--- src/rtl/entry_sequencer.sv ---
// Credential entry front end: gathers 8 five-bit symbols, requests a check,
// tracks the verdict with a timeout and enforces a lockout after repeated failures.
module entry_sequencer #(
  parameter int MAX_FAIL       = 3,
  parameter int VERIFY_TIMEOUT = 16,
  parameter int LOCKOUT_CYCLES = 1000
) (
  input  logic        clk,
  input  logic        rst,
  input  logic [4:0]  sym_in,
  input  logic        sym_valid,
  input  logic        sym_del,
  input  logic        sym_clear,
  input  logic        clear_ack,
  input  logic        lock_in,
  output logic [19:0] user_name,
  output logic [19:0] password,
  output logic [3:0]  input_count,
  output logic        check_req,
  output logic        lockout,
  output logic [3:0]  fail_count
);

  localparam int TMAX = (VERIFY_TIMEOUT > LOCKOUT_CYCLES) ? VERIFY_TIMEOUT : LOCKOUT_CYCLES;
  localparam int TW   = $clog2(TMAX + 1);

  typedef enum logic [1:0] {
    ENTRY    = 2'd0,
    CHECK    = 2'd1,
    LOCKOUT  = 2'd2,
    UNLOCKED = 2'd3
  } state_t;

  state_t          state_r, state_s;
  logic [39:0]     buf_r, buf_s, edit_buf_s;
  logic [3:0]      count_r, count_s, edit_count_s;
  logic            check_req_r, check_req_s;
  logic            lockout_r, lockout_s;
  logic [3:0]      fail_r, fail_s, fail_inc_s;
  logic [TW-1:0]   timer_r, timer_s;

  // Buffer after applying this cycle's edit (clear > delete > append); slot k at [5k+4:5k].
  always_comb begin
    edit_buf_s   = buf_r;
    edit_count_s = count_r;
    if (sym_clear) begin
      edit_buf_s   = 40'd0;
      edit_count_s = 4'd0;
    end else if (sym_del) begin
      if (count_r != 4'd0) begin
        for (int k = 0; k < 8; k++) begin
          if (4'(k) == (count_r - 4'd1)) begin
            edit_buf_s[5*k +: 5] = 5'd0;
          end else begin
            edit_buf_s[5*k +: 5] = buf_r[5*k +: 5];
          end
        end
        edit_count_s = count_r - 4'd1;
      end else begin
        edit_count_s = count_r;
      end
    end else if (sym_valid) begin
      if (count_r < 4'd8) begin
        for (int k = 0; k < 8; k++) begin
          if (4'(k) == count_r) begin
            edit_buf_s[5*k +: 5] = sym_in;
          end else begin
            edit_buf_s[5*k +: 5] = buf_r[5*k +: 5];
          end
        end
        edit_count_s = count_r + 4'd1;
      end else begin
        edit_count_s = count_r;
      end
    end else begin
      edit_buf_s   = buf_r;
      edit_count_s = count_r;
    end
  end

  // Next-state and next-output logic for the sequencer FSM.
  always_comb begin
    state_s     = state_r;
    buf_s       = buf_r;
    count_s     = count_r;
    check_req_s = check_req_r;
    lockout_s   = lockout_r;
    fail_s      = fail_r;
    timer_s     = timer_r;
    fail_inc_s  = fail_r + 4'd1;
    case (state_r)
      ENTRY: begin
        // A full buffer launches a check unless the user is editing it this cycle.
        if ((count_r == 4'd8) && !sym_clear && !sym_del) begin
          state_s     = CHECK;
          check_req_s = 1'b1;
          timer_s     = '0;
        end else begin
          buf_s   = edit_buf_s;
          count_s = edit_count_s;
        end
      end
      CHECK: begin
        if (clear_ack && !lock_in) begin
          state_s     = UNLOCKED;
          buf_s       = 40'd0;
          count_s     = 4'd0;
          check_req_s = 1'b0;
          fail_s      = 4'd0;
          timer_s     = '0;
        end else if (timer_r == TW'(VERIFY_TIMEOUT - 1)) begin
          buf_s       = 40'd0;
          count_s     = 4'd0;
          check_req_s = 1'b0;
          fail_s      = fail_inc_s;
          timer_s     = '0;
          if (fail_inc_s == 4'(MAX_FAIL)) begin
            state_s   = LOCKOUT;
            lockout_s = 1'b1;
          end else begin
            state_s   = ENTRY;
          end
        end else begin
          timer_s = timer_r + TW'(1);
        end
      end
      LOCKOUT: begin
        buf_s   = 40'd0;
        count_s = 4'd0;
        if (timer_r == TW'(LOCKOUT_CYCLES - 1)) begin
          state_s   = ENTRY;
          lockout_s = 1'b0;
          fail_s    = 4'd0;
          timer_s   = '0;
        end else begin
          timer_s = timer_r + TW'(1);
        end
      end
      UNLOCKED: begin
        if (lock_in) begin
          state_s = ENTRY;
          buf_s   = 40'd0;
          count_s = 4'd0;
          timer_s = '0;
        end else if (clear_ack) begin
          buf_s   = 40'd0;
          count_s = 4'd0;
        end else begin
          buf_s   = edit_buf_s;
          count_s = edit_count_s;
        end
      end
      default: begin
        state_s     = ENTRY;
        buf_s       = 40'd0;
        count_s     = 4'd0;
        check_req_s = 1'b0;
        lockout_s   = 1'b0;
        fail_s      = 4'd0;
        timer_s     = '0;
      end
    endcase
  end

  // State and output registers.
  always_ff @(posedge clk or posedge rst) begin
    if (rst) begin
      state_r     <= ENTRY;
      buf_r       <= 40'd0;
      count_r     <= 4'd0;
      check_req_r <= 1'b0;
      lockout_r   <= 1'b0;
      fail_r      <= 4'd0;
      timer_r     <= '0;
    end else begin
      state_r     <= state_s;
      buf_r       <= buf_s;
      count_r     <= count_s;
      check_req_r <= check_req_s;
      lockout_r   <= lockout_s;
      fail_r      <= fail_s;
      timer_r     <= timer_s;
    end
  end

  assign user_name   = buf_r[19:0];
  assign password    = buf_r[39:20];
  assign input_count = count_r;
  assign check_req   = check_req_r;
  assign lockout     = lockout_r;
  assign fail_count  = fail_r;

endmodule

--- config.mk ---
export PLATFORM = sky130hd
export DESIGN_NAME = entry_sequencer
export DESIGN_NICKNAME = d
export VERILOG_FILES = /design/src/rtl/entry_sequencer.sv
export SDC_FILE = /design/constraint.sdc
export NUM_CORES = 1
export LEC_CHECK = 0
export BUFFER_PORTS_ARGS = -buffer_cell sky130_fd_sc_hd__buf_4
export CORE_MARGIN = 10
export CORE_UTILIZATION = 52
export DETAILED_ROUTE_END_ITERATION = 6
export HOLD_SLACK_MARGIN = 0.02
export PLACE_DENSITY = 0.78
export SLEW_MARGIN = 30
export SYNTH_ARGS = -nofsm -noshare
export SYNTH_HDL_FRONTEND = slang
export SYNTH_SLANG_ARGS = --single-unit
--- constraint.sdc ---
create_clock -name clk -period 3.36 [get_ports clk]
set_input_delay 0.336 -clock clk [delete_from_list [all_inputs] [get_ports clk]]
set_output_delay 0.336 -clock clk [all_outputs]
set_load 0.02 [all_outputs]
# After elaboration in Yosys (flattened, before gate mapping)
# Cells that the tools add are included.
# classes
addsub,4
order_cmp,1
eq_ne,29
mux,64
reduce_logical,18
# ops
cell,n
two-way mux 40 bit,10
one-hot mux 40 bit (4 select lines),1
two-way mux 5 bit,16
two-way mux 4 bit,13
two-way mux 10 bit,5
one-hot mux 10 bit (4 select lines),1
equality test 3 x 4 -> 1 bit (first input constant),8
equality test 2 x 4 -> 1 bit (first input constant),4
one-hot mux 4 bit (4 select lines),1
inequality test 2 bit (second input constant),7
two-way mux 2 bit,6
adder 10 x 1 -> 10 bit (second input constant),1
equality test 10 bit (second input constant),1
equality test 10 x 4 -> 1 bit (second input constant),1
adder 4 x 1 -> 4 bit (second input constant),2
equality test 1 x 4 -> 1 bit (first input constant),2
logical NOT 4 bit,2
one-hot mux 2 bit (4 select lines),1
one-hot mux 4 bit (2 select lines),1
two-way mux 1 bit,7
AND reduction 3 bit,2
AND reduction 5 bit,1
equality test 2 bit (second input constant),2
equality test 4 x 2 -> 1 bit (second input constant),1
other kinds (13),20
# totals
ff_bits,62
input_bits,12
output_inout_bits,50

# Longest topological paths before layout
# Gate-level depths: netlist (run 1).
# depth
word_depth,9
ltp_mapped,8
ltp_nobuf,7

# Least setup slack after synthesis (run 1)
# OpenSTA, ideal clock, no wires.
# synth_timing
path_type,flip-flop to flip-flop
start,"reg count_r[0], in the netlist input_count[0]"
end,reg state_r[0]
t_arrival_ns,2.168
required_ns,3.235
slack_ns,1.067
stages_incl_launch_ff,8
n_path_buf,0
path_cell_list,dfrtp_1 -> inv_1 -> ha_1 -> nor2b_1 -> a31oi_1 -> nor2_1 -> o221ai_1 -> mux2_2
# synth_via
elab_chain_len,5
# synth_rtl
item,line,rtl
start: declaration,36,"logic [3:0] count_r, count_s, edit_count_s;"
start signal: assignment,178,count_r <= count_s;
equality test 4 bit,94,if ((count_r == 4'd8) && !sym_clear && !sym_del) begin
logical AND 1 bit (2 in a row),94,
inequality test 2 bit (no source line),n/a,
AND reduction 4 bit (no source line),n/a,
end signal: assignment,176,state_r <= state_s;
end: declaration,34,"state_t state_r, state_s;"
# Every way passes these cells.
# A chain may end at the register's enable or synchronous reset.

# Worst setup path after layout (run 1)
# layout_timing
start,reg state_r[1]
end,reg buf_r[20]
# layout_via
elab_chain_len,3
word_cells_on_any_way,8
# layout_rtl
item,line,rtl
equality test 2 x 1 -> 1 bit / logical NOT 2 bit (equally long branches),91,case (state_r)
inequality test 3 bit (no source line) / inequality test 2 bit (equally long branches),n/a,
AND reduction 2 bit (no source line),n/a,
end signal: assignment,177,buf_r <= buf_s;
end: declaration,35,"logic [39:0] buf_r, buf_s, edit_buf_s;"
# Several ways; a longest one is shown, not always the timed one.

==> metrics.txt, run 1 <==
# TYPE chip_impl_metric gauge
chip_impl_metric{name="drt_wl_total",unit="µm"} 10300
chip_impl_metric{name="maxCapViolCount",unit=""} 0
chip_impl_metric{name="n_antenna_cell",unit=""} 0
chip_impl_metric{name="post_route_cells_drive_above_1_share",unit=""} 0.214
chip_impl_info{name="synth_top_area_cell",value="dfrtp_1"} 1
chip_impl_metric{name="number_of_cts_inserted_buffers",unit=""} 9
chip_impl_metric{name="synthDominantCellAreaShare",unit=""} 0.425
chip_impl_metric{name="max-vdd-ir-drop",unit="µV"} 413
chip_impl_metric{name="number_of_antenna_violations_at_the_first_check_in_global_routing",unit=""} 0
chip_impl_metric{name="number_of_iterations_in_the_first_detailed_routing_pass",unit=""} 5
chip_impl_metric{name="synth_edf_count",unit=""} 0
chip_impl_metric{name="finalNetCount",unit=""} 485
chip_impl_metric{name="die_width",unit="µm"} 104
chip_impl_info{name="status",value="finished, final reports clean"} 1
chip_impl_metric{name="syn_nets",unit=""} 424
chip_impl_info{name="synthFlopType",value="dfrtp_1"} 1
chip_impl_info{name="post_synth_main_area_contributors",value="dfrtp_1, ha_1, o21ai_0, nor2_1, a22oi_1"} 1
chip_impl_metric{name="clock_tree.htree_level_count",unit=""} 3
chip_impl_metric{name="synthArstFlopShare",unit=""} 1.00
chip_impl_metric{name="initial_core_util",unit=""} 0.537
chip_impl_metric{name="grt_pass1_vias",unit=""} 3284
chip_impl_metric{name="clock_insertion_delay_worst_skew",unit="ns"} 0.34
chip_impl_metric{name="setup_viol_count_final",unit=""} 0
chip_impl_info{name="cts_root_buffer",value="clkbuf_8"} 1
chip_impl_metric{name="power_per_cell_area",unit="nW/µm²"} 582
chip_impl_metric{name="final_antenna_net_count",unit=""} 0
chip_impl_metric{name="io-pin-count",unit=""} 62
chip_impl_info{name="critical_path_class",value="flop to flop"} 1
chip_impl_metric{name="max_slew_margin",unit=""} 0.528
chip_impl_metric{name="leakage",unit="nW"} 2.01
chip_impl_metric{name="synth.mux.area_fraction",unit=""} 0.0264
chip_impl_metric{name="syn_inst_count",unit=""} 397
chip_impl_info{name="tritoncts",value="built"} 1
chip_impl_metric{name="grt_first_pass_wirelength",unit="µm"} 16800
chip_impl_metric{name="via_per_inst",unit=""} 6.18
chip_impl_metric{name="gp_routability_congestion",unit=""} 0.976
chip_impl_info{name="setup_repair_after_global_routing_missed_its_margin",value="false"} 1
chip_impl_metric{name="synth.yosys.warnings",unit=""} 0
chip_impl_metric{name="synth.ff_latch_count",unit=""} 62
chip_impl_metric{name="cts_num_sinks",unit=""} 62
chip_impl_metric{name="synth-compound-area-share",unit=""} 0.258
chip_impl_metric{name="numPortBuffers",unit=""} 61
chip_impl_metric{name="dieHeight",unit="µm"} 104
chip_impl_metric{name="globalRouteOverflowTotal",unit=""} 0
chip_impl_metric{name="clk_transition_reported_paths",unit="ns"} 0.07
chip_impl_metric{name="yosys.area_share.xor_xnor",unit=""} 0.00240
chip_impl_metric{name="worstPathArrival",unit="ns"} 2.86
chip_impl_metric{name="tightest_slew",unit="ns"} 0.706
chip_impl_metric{name="grt_max_degree",unit=""} 34
chip_impl_metric{name="yosys.area_share.simple",unit=""} 0.195
chip_impl_info{name="most_common_library_cells_after_synthesis",value="dfrtp_1, nor2_1, o21ai_0"} 1
chip_impl_metric{name="detailedRoute.firstIterationViolations",unit=""} 343
chip_impl_metric{name="grtUsageTotal",unit=""} 0.185
chip_impl_metric{name="residual_drc_count",unit=""} 0
chip_impl_metric{name="rrSetupSlack",unit="ns"} 0.76
chip_impl_metric{name="fmaxAchievable",unit="MHz"} 384
chip_impl_info{name="synth_top_family_by_area",value="compound AO/OA/AOI/OAI gates"} 1
chip_impl_metric{name="number_of_unique_standard_cell_types_used_by_synthesis",unit=""} 59
chip_impl_metric{name="postCtsHoldBufs",unit=""} 0
chip_impl_info{name="crit_start",value="state_r[1]"} 1
chip_impl_metric{name="placed_cells_incl_taps",unit=""} 543
chip_impl_metric{name="slew_viol_final",unit=""} 0
chip_impl_metric{name="timing.setup.tns",unit="ns"} 0
chip_impl_metric{name="layout_min_cycle_time",unit="ns"} 2.60
chip_impl_metric{name="post-route-worst-setup-slack",unit="ns"} 0.757
chip_impl_metric{name="fp-row-count",unit=""} 30
chip_impl_metric{name="final-hold-violation-count",unit=""} 0
chip_impl_metric{name="finalClockSkew",unit="ns"} 0.00857
chip_impl_metric{name="postCtsSetupBuffers",unit=""} 0
chip_impl_metric{name="synth.cell_area",unit="µm²"} 3650
chip_impl_metric{name="syn2layout_area_growth",unit="%"} 20.8
chip_impl_metric{name="synth_sequential_area_ratio",unit=""} 0.425
chip_impl_metric{name="synthAdderAreaFrac",unit=""} 0.0514
chip_impl_info{name="critical_path.endpoint_type",value="flop"} 1
chip_impl_info{name="critPathLaunchType",value="flop"} 1
chip_impl_metric{name="die-area",unit="µm²"} 10800
chip_impl_info{name="synth_most_common_cell",value="dfrtp_1"} 1
chip_impl_metric{name="dp.final_hpwl",unit="µm"} 7410
chip_impl_metric{name="final_cells",unit=""} 558
chip_impl_metric{name="post_cts_resize_count",unit=""} 0
chip_impl_metric{name="worst-path-max-fanout",unit=""} 9
chip_impl_metric{name="wl_per_cell",unit="µm"} 18.5
chip_impl_metric{name="cts_buffer_depth",unit=""} 2
chip_impl_metric{name="final.period_utilization",unit=""} 0.775
chip_impl_info{name="timing.rr.start",value="state_r[1]"} 1
chip_impl_metric{name="core_footprint",unit="µm²"} 6790
chip_impl_metric{name="dp_slack",unit="ns"} 0.872
chip_impl_metric{name="dr_total_vias",unit=""} 3450
chip_impl_metric{name="syn_area_per_cell",unit="µm²"} 9.19
chip_impl_metric{name="final_core_utilization",unit=""} 0.649
chip_impl_info{name="min_path_type",value="input port to async pin"} 1
chip_impl_metric{name="crit_path_required_time",unit="ns"} 3.62
where the power goes:
part / switching [W] / internal, W
registers: 0.0000707 / 0.000792
logic: 0.000673 / 0.000339
clock network: 0.000282 / 0.000410
layout make-up:
cell class,instances,area (µm²)
Clock buffer,10,128
Clock inverter,5,75.1
Sequential cell,62,1550
Inverter,17,63.8
Timing Repair Buffer,69,518
Tap cell,96,120
Fill cell,557,2380
Multi-Input combinational cell,299,1950
critical path: stages, from the launching register on:
cell,delay (ns)
dfrtp_1,0.42
ha_1,0.20
nor3b_1,0.60
o21bai_1,0.37
buf_4,0.28
or4_1,0.50
a21oi_1,0.16
per-layer routing:
metal,track usage,part of all wire
met5,0,0
met1,0.234,0.45
met4,0.0586,0.017
met3,0.0428,0.052
met2,0.304,0.48
through the flow:
step                hold slack, ns  total power (W)  instance area (µm²)
floorplan                    0.466          0.00159                 3650
global placement             0.477          0.00184                 4200
detailed placement           0.478          0.00186                 4200
CTS                          0.110          0.00256                 4400
global route                 0.133          0.00271                 4410
finish                      0.0909          0.00257                 4410
cell usage in the layout (no fill, tap or decap), types with 2 or more instances in the layout:
| master | Yosys | final |
|---|---|---|
| o21ai_0 | 33 | 33 |
| clkbuf_8 | 0 | 9 |
| or4_4 | 2 | 2 |
| inv_1 | 17 | 16 |
| a22o_1 | 7 | 7 |
| a21boi_0 | 2 | 2 |
| o221ai_1 | 5 | 5 |
| clkinv_2 | 0 | 3 |
| dfrtp_1 | 62 | 62 |
| nand3_1 | 17 | 17 |
| o21a_1 | 2 | 2 |
| nor4_2 | 2 | 2 |
| and3b_1 | 3 | 3 |
| and2_1 | 2 | 2 |
| nor2b_1 | 8 | 8 |
| o2111ai_1 | 3 | 3 |
| a32oi_1 | 10 | 10 |
| a211oi_1 | 5 | 5 |
| a21oi_1 | 12 | 12 |
| ha_1 | 15 | 15 |
| a31oi_1 | 8 | 8 |
| o211ai_1 | 7 | 7 |
| nor3_1 | 9 | 9 |
| nand4_1 | 6 | 6 |
| mux2_2 | 5 | 5 |
| nand2_1 | 29 | 29 |
| buf_4 | 0 | 69 |
| nand2b_1 | 4 | 4 |
| a2bb2oi_1 | 3 | 3 |
| nor2_1 | 40 | 40 |
| mux2i_1 | 4 | 4 |
| nor3b_1 | 2 | 2 |
| and4_1 | 3 | 3 |
| and3_1 | 6 | 6 |
| o22ai_1 | 5 | 4 |
| a22oi_1 | 18 | 18 |
| bufinv_16 | 0 | 2 |
sequential cells by signal, summed over array words and instances, names as in the netlist:
register	flops
check_req	1
input_count	4
lockout	1
fail_count	4
state_r	2
timer_r	10
buf_r	40
final timing paths:
path,to,cells past startpoint
hold / removal,fail_count[1],2
max in group asynchronous,buf_r[20],3
min in group clk,buf_r[15],2
hold reg to reg,buf_r[18],1
setup / recovery,buf_r[20],6
setup reg to reg,buf_r[20],6
kinds of logic after synthesis:
| kind of cell | after synthesis |
|---|---|
| simple gates | 139 |
| compound gates | 135 |
| flops | 62 |
| buf+inv | 36 |
| fa+ha+maj | 15 |
| mux | 9 |
| xor+xnor | 1 |
No activity file was read; power rests on OpenSTA's default activity.
==> run 2: changes to the inputs <==
Settings changed: CORE_UTILIZATION 52 to 51, PLACE_DENSITY 0.78 to 0.79.
Clock period 3.36 ns to 2.1 ns, I/O delays scaled along.
==> run 2 against run 1 <==
Net effect: the flow now finishes with violations (setup timing); worst hold slack better by 0.10 ns; non-clock buffer count rose by 46; global-route usage up 1.3 points; clock power rose by 53%; utilization rose by 7.8 points; critical path type unchanged; critical endpoint is now buf_r[2]; largest cell class unchanged; largest power group unchanged.
==> metrics.txt, run 2 (synthesized netlist as in run 1, its figures left out) <==
# TYPE chip_impl_metric gauge
chip_impl_info{name="status",value="finished with violations"} 1
chip_impl_info{name="violations_in_the_final_reports",value="setup timing"} 1
chip_impl_metric{name="grtUsageTotal",unit=""} 0.198
chip_impl_metric{name="leakage",unit="nW"} 2.28
chip_impl_metric{name="die-area",unit="µm²"} 10900
chip_impl_metric{name="post_route_cells_drive_above_1_share",unit=""} 0.348
chip_impl_metric{name="grt.met1_usage",unit=""} 0.236
chip_impl_metric{name="fin_total_pwr",unit="W"} 0.00463
chip_impl_info{name="globalRoute.busiestLayer",value="met2"} 1
chip_impl_metric{name="numPortBuffers",unit=""} 61
chip_impl_metric{name="grt_pass1_vias",unit=""} 3759
chip_impl_metric{name="r2r_cells",unit=""} 7
chip_impl_info{name="timing.rr.start",value="timer_r[7]"} 1
chip_impl_metric{name="power_per_cell_area",unit="nW/µm²"} 928
chip_impl_metric{name="tightest_slew",unit="ns"} 0.627
chip_impl_metric{name="fp-row-count",unit=""} 30
chip_impl_info{name="worst_hold_startpoint",value="sym_in[0]"} 1
chip_impl_info{name="critical_path.endpoint_type",value="flop"} 1
chip_impl_metric{name="max_slew_margin",unit=""} 0.581
chip_impl_metric{name="initial_core_util",unit=""} 0.531
chip_impl_info{name="critical_path_class",value="flop to flop"} 1
chip_impl_metric{name="number_of_cts_inserted_buffers",unit=""} 9
chip_impl_metric{name="hold_ws",unit="ns"} 0.191
chip_impl_metric{name="core_footprint",unit="µm²"} 6870
chip_impl_metric{name="worst-path-max-fanout",unit=""} 4
chip_impl_metric{name="crit_path_required_time",unit="ns"} 2.37
chip_impl_info{name="setup_repair_after_global_routing_missed_its_margin",value="true"} 1
chip_impl_metric{name="fillerInstances",unit=""} 501
chip_impl_metric{name="layout_min_cycle_time",unit="ns"} 2.22
chip_impl_metric{name="timing.setup.tns",unit="ns"} -1.81
chip_impl_metric{name="dp.final_hpwl",unit="µm"} 8080
chip_impl_info{name="hold_end",value="buf_r[15]"} 1
chip_impl_info{name="critPathLaunchType",value="flop"} 1
chip_impl_metric{name="syn2layout_area_growth",unit="%"} 36.9
chip_impl_metric{name="number_of_iterations_in_the_first_detailed_routing_pass",unit=""} 5
chip_impl_info{name="crit_path_cell_trace",value="or4_4, or4_4, buf_6, a211oi_2, buf_4, a22oi_1, o21ai_1"} 1
chip_impl_info{name="cts_root_buffer",value="clkbuf_8"} 1
chip_impl_info{name="regToRegEndpoint",value="buf_r[2]"} 1
chip_impl_info{name="layout_top_registers",value="buf_r (40), timer_r (10)"} 1
chip_impl_metric{name="clock_tree.htree_level_count",unit=""} 3
chip_impl_metric{name="cp_slowest_stage_delay",unit="ns"} 0.55
chip_impl_metric{name="max-vdd-ir-drop",unit="µV"} 695
chip_impl_metric{name="final-hold-violation-count",unit=""} 0
chip_impl_metric{name="p_sw_frac",unit=""} 0.412
chip_impl_metric{name="dieHeight",unit="µm"} 105
chip_impl_metric{name="share_of_power_burned_in_combinational_logic",unit=""} 0.480
chip_impl_metric{name="cts_num_sinks",unit=""} 62
chip_impl_metric{name="internal_power",unit="W"} 0.00273
chip_impl_info{name="tritoncts",value="built"} 1
chip_impl_metric{name="number_of_antenna_violations_at_the_first_check_in_global_routing",unit=""} 0
chip_impl_metric{name="clk_transition_reported_paths",unit="ns"} 0.08
chip_impl_metric{name="n_antenna_cell",unit=""} 0
chip_impl_metric{name="globalRouteOverflowTotal",unit=""} 0
chip_impl_metric{name="die_width",unit="µm"} 105
chip_impl_metric{name="finalClockSkew",unit="ns"} 0.00907
chip_impl_metric{name="clock_insertion_delay_worst_skew",unit="ns"} 0.35
chip_impl_metric{name="dr_total_vias",unit=""} 3792
chip_impl_metric{name="worstHoldPathCells",unit=""} 2
chip_impl_info{name="leading_cell_type_in_the_layout_fill_and_taps_excluded",value="buf_4"} 1
chip_impl_metric{name="power.share.clock",unit=""} 0.228
chip_impl_metric{name="grt_max_degree",unit=""} 35
chip_impl_metric{name="wl_per_cell",unit="µm"} 19.0
chip_impl_metric{name="fmaxAchievable",unit="MHz"} 450
chip_impl_metric{name="drt_wl_total",unit="µm"} 11500
chip_impl_metric{name="gr-usage-met2",unit=""} 0.329
chip_impl_metric{name="final_antenna_net_count",unit=""} 0
chip_impl_metric{name="grt_first_pass_wirelength",unit="µm"} 18300
chip_impl_metric{name="largest_reg_flops",unit=""} 40
chip_impl_metric{name="io-pin-count",unit=""} 62
chip_impl_metric{name="multi_input_area",unit="µm²"} 2130
chip_impl_metric{name="final.period_utilization",unit=""} 1.06
chip_impl_info{name="crit_path_slowest_cell",value="or4_4"} 1
chip_impl_metric{name="post-route-worst-setup-slack",unit="ns"} -0.124
chip_impl_info{name="min_path_type",value="input port to flop"} 1
chip_impl_metric{name="final_core_utilization",unit=""} 0.727
chip_impl_metric{name="globalRouteMet3Util",unit=""} 0.0485
chip_impl_metric{name="register_area",unit="µm²"} 1550
chip_impl_metric{name="seqPwrFrac",unit=""} 0.292
chip_impl_metric{name="rrSetupSlack",unit="ns"} -0.12
chip_impl_metric{name="worstPathArrival",unit="ns"} 2.49
chip_impl_metric{name="gp_routability_congestion",unit=""} 0.951
chip_impl_metric{name="setup_viol_count_final",unit=""} 35
chip_impl_metric{name="finalNetCount",unit=""} 531
chip_impl_info{name="layout.cells.most_common_list",value="buf_4, dfrtp_1, nor2_1"} 1
chip_impl_metric{name="residual_drc_count",unit=""} 0
chip_impl_metric{name="maxCapViolCount",unit=""} 0
chip_impl_metric{name="cts_buffer_depth",unit=""} 2
chip_impl_metric{name="detailedRoute.firstIterationViolations",unit=""} 297
chip_impl_metric{name="via_per_inst",unit=""} 6.27
chip_impl_info{name="worst_path_most_repeated_cell",value="or4_4"} 1
chip_impl_info{name="registers.top_by_ff_count",value="buf_r"} 1
chip_impl_metric{name="slew_viol_final",unit=""} 0
chip_impl_metric{name="power_switching",unit="W"} 0.00191
-- run 2: cell count changes in the layout (fill, tap and decap cells not counted), moves of 7 or more --
cell and change:
a22oi_1 -7, o21ai_0 -9, o21ai_1 +9, buf_4 +35, a22oi_2 +7
-- run 2: critical path, delay by kind of cell, from the launching register on --
| kind | cells | cell delay (ns) |
|---|---|---|
| AOI/OAI and AO/OA | 3 | 0.38 |
| and+or+nand+nor | 2 | 1.03 |
| buffers and inverters | 2 | 0.33 |
| DFF | 1 | 0.40 |
-- run 2: how the worst max path moves through the flow --
stage / from / end / slack, ns / depth (start not counted)
after floorplan: timer_r[6] / buf_r[18] / -0.05 / 5
after global placement: timer_r[0] / timer_r[7] / -0.09 / 6
after detailed placement: timer_r[0] / timer_r[0] / -0.21 / 6
after CTS: timer_r[7] / input_count[2] / -0.08 / 7
after global routing: timer_r[6] / input_count[2] / -0.16 / 7
final: timer_r[7] / buf_r[2] / -0.12 / 7
-- run 2: area by class of cell --
cell class              instances  area share
flip-flops and latches         62       0.311
inverters                      17      0.0128
repair buffers                115       0.186
clock inverters                 7      0.0148
multi-input cells             299       0.426
well taps                      96      0.0240
clock buffers                   9      0.0248
-- run 2: metal layers --
metal | wire (µm) | share of wire
met5 | 0 | 0
met4 | 320 | 0.028
met3 | 867 | 0.076
met2 | 5640 | 0.49
met1 | 4650 | 0.40
-- run 2: power by group through the flow --
stage	Clock (W)	Combinational (W)	Sequential [W]
detailed placement	0	0.00183	0.00137
floorplan	0	0.00114	0.00142
CTS	0.00106	0.00205	0.00135
finish	0.00106	0.00222	0.00135
global route	0.00112	0.00240	0.00137
global placement	0	0.00178	0.00136
-- run 2: what timing repair did --
item,4_1_cts,5_1_grt
hold buffers,1,0
pin swaps,4,8
setup buffers,4,4
gates resized for setup,30,20
gates cloned,1,1
endpoints found under the hold margin,28,0
endpoints found under the setup margin,51,55
-- run 2: through the flow --
stage | instance area (µm²) | instances | setup slack, ns
global route | 5000 | 605 | -0.161
detailed placement | 4510 | 578 | -0.211
global placement | 4510 | 578 | -0.0892
CTS | 4870 | 600 | -0.0818
finish | 5000 | 605 | -0.124
floorplan | 3670 | 397 | -0.0451
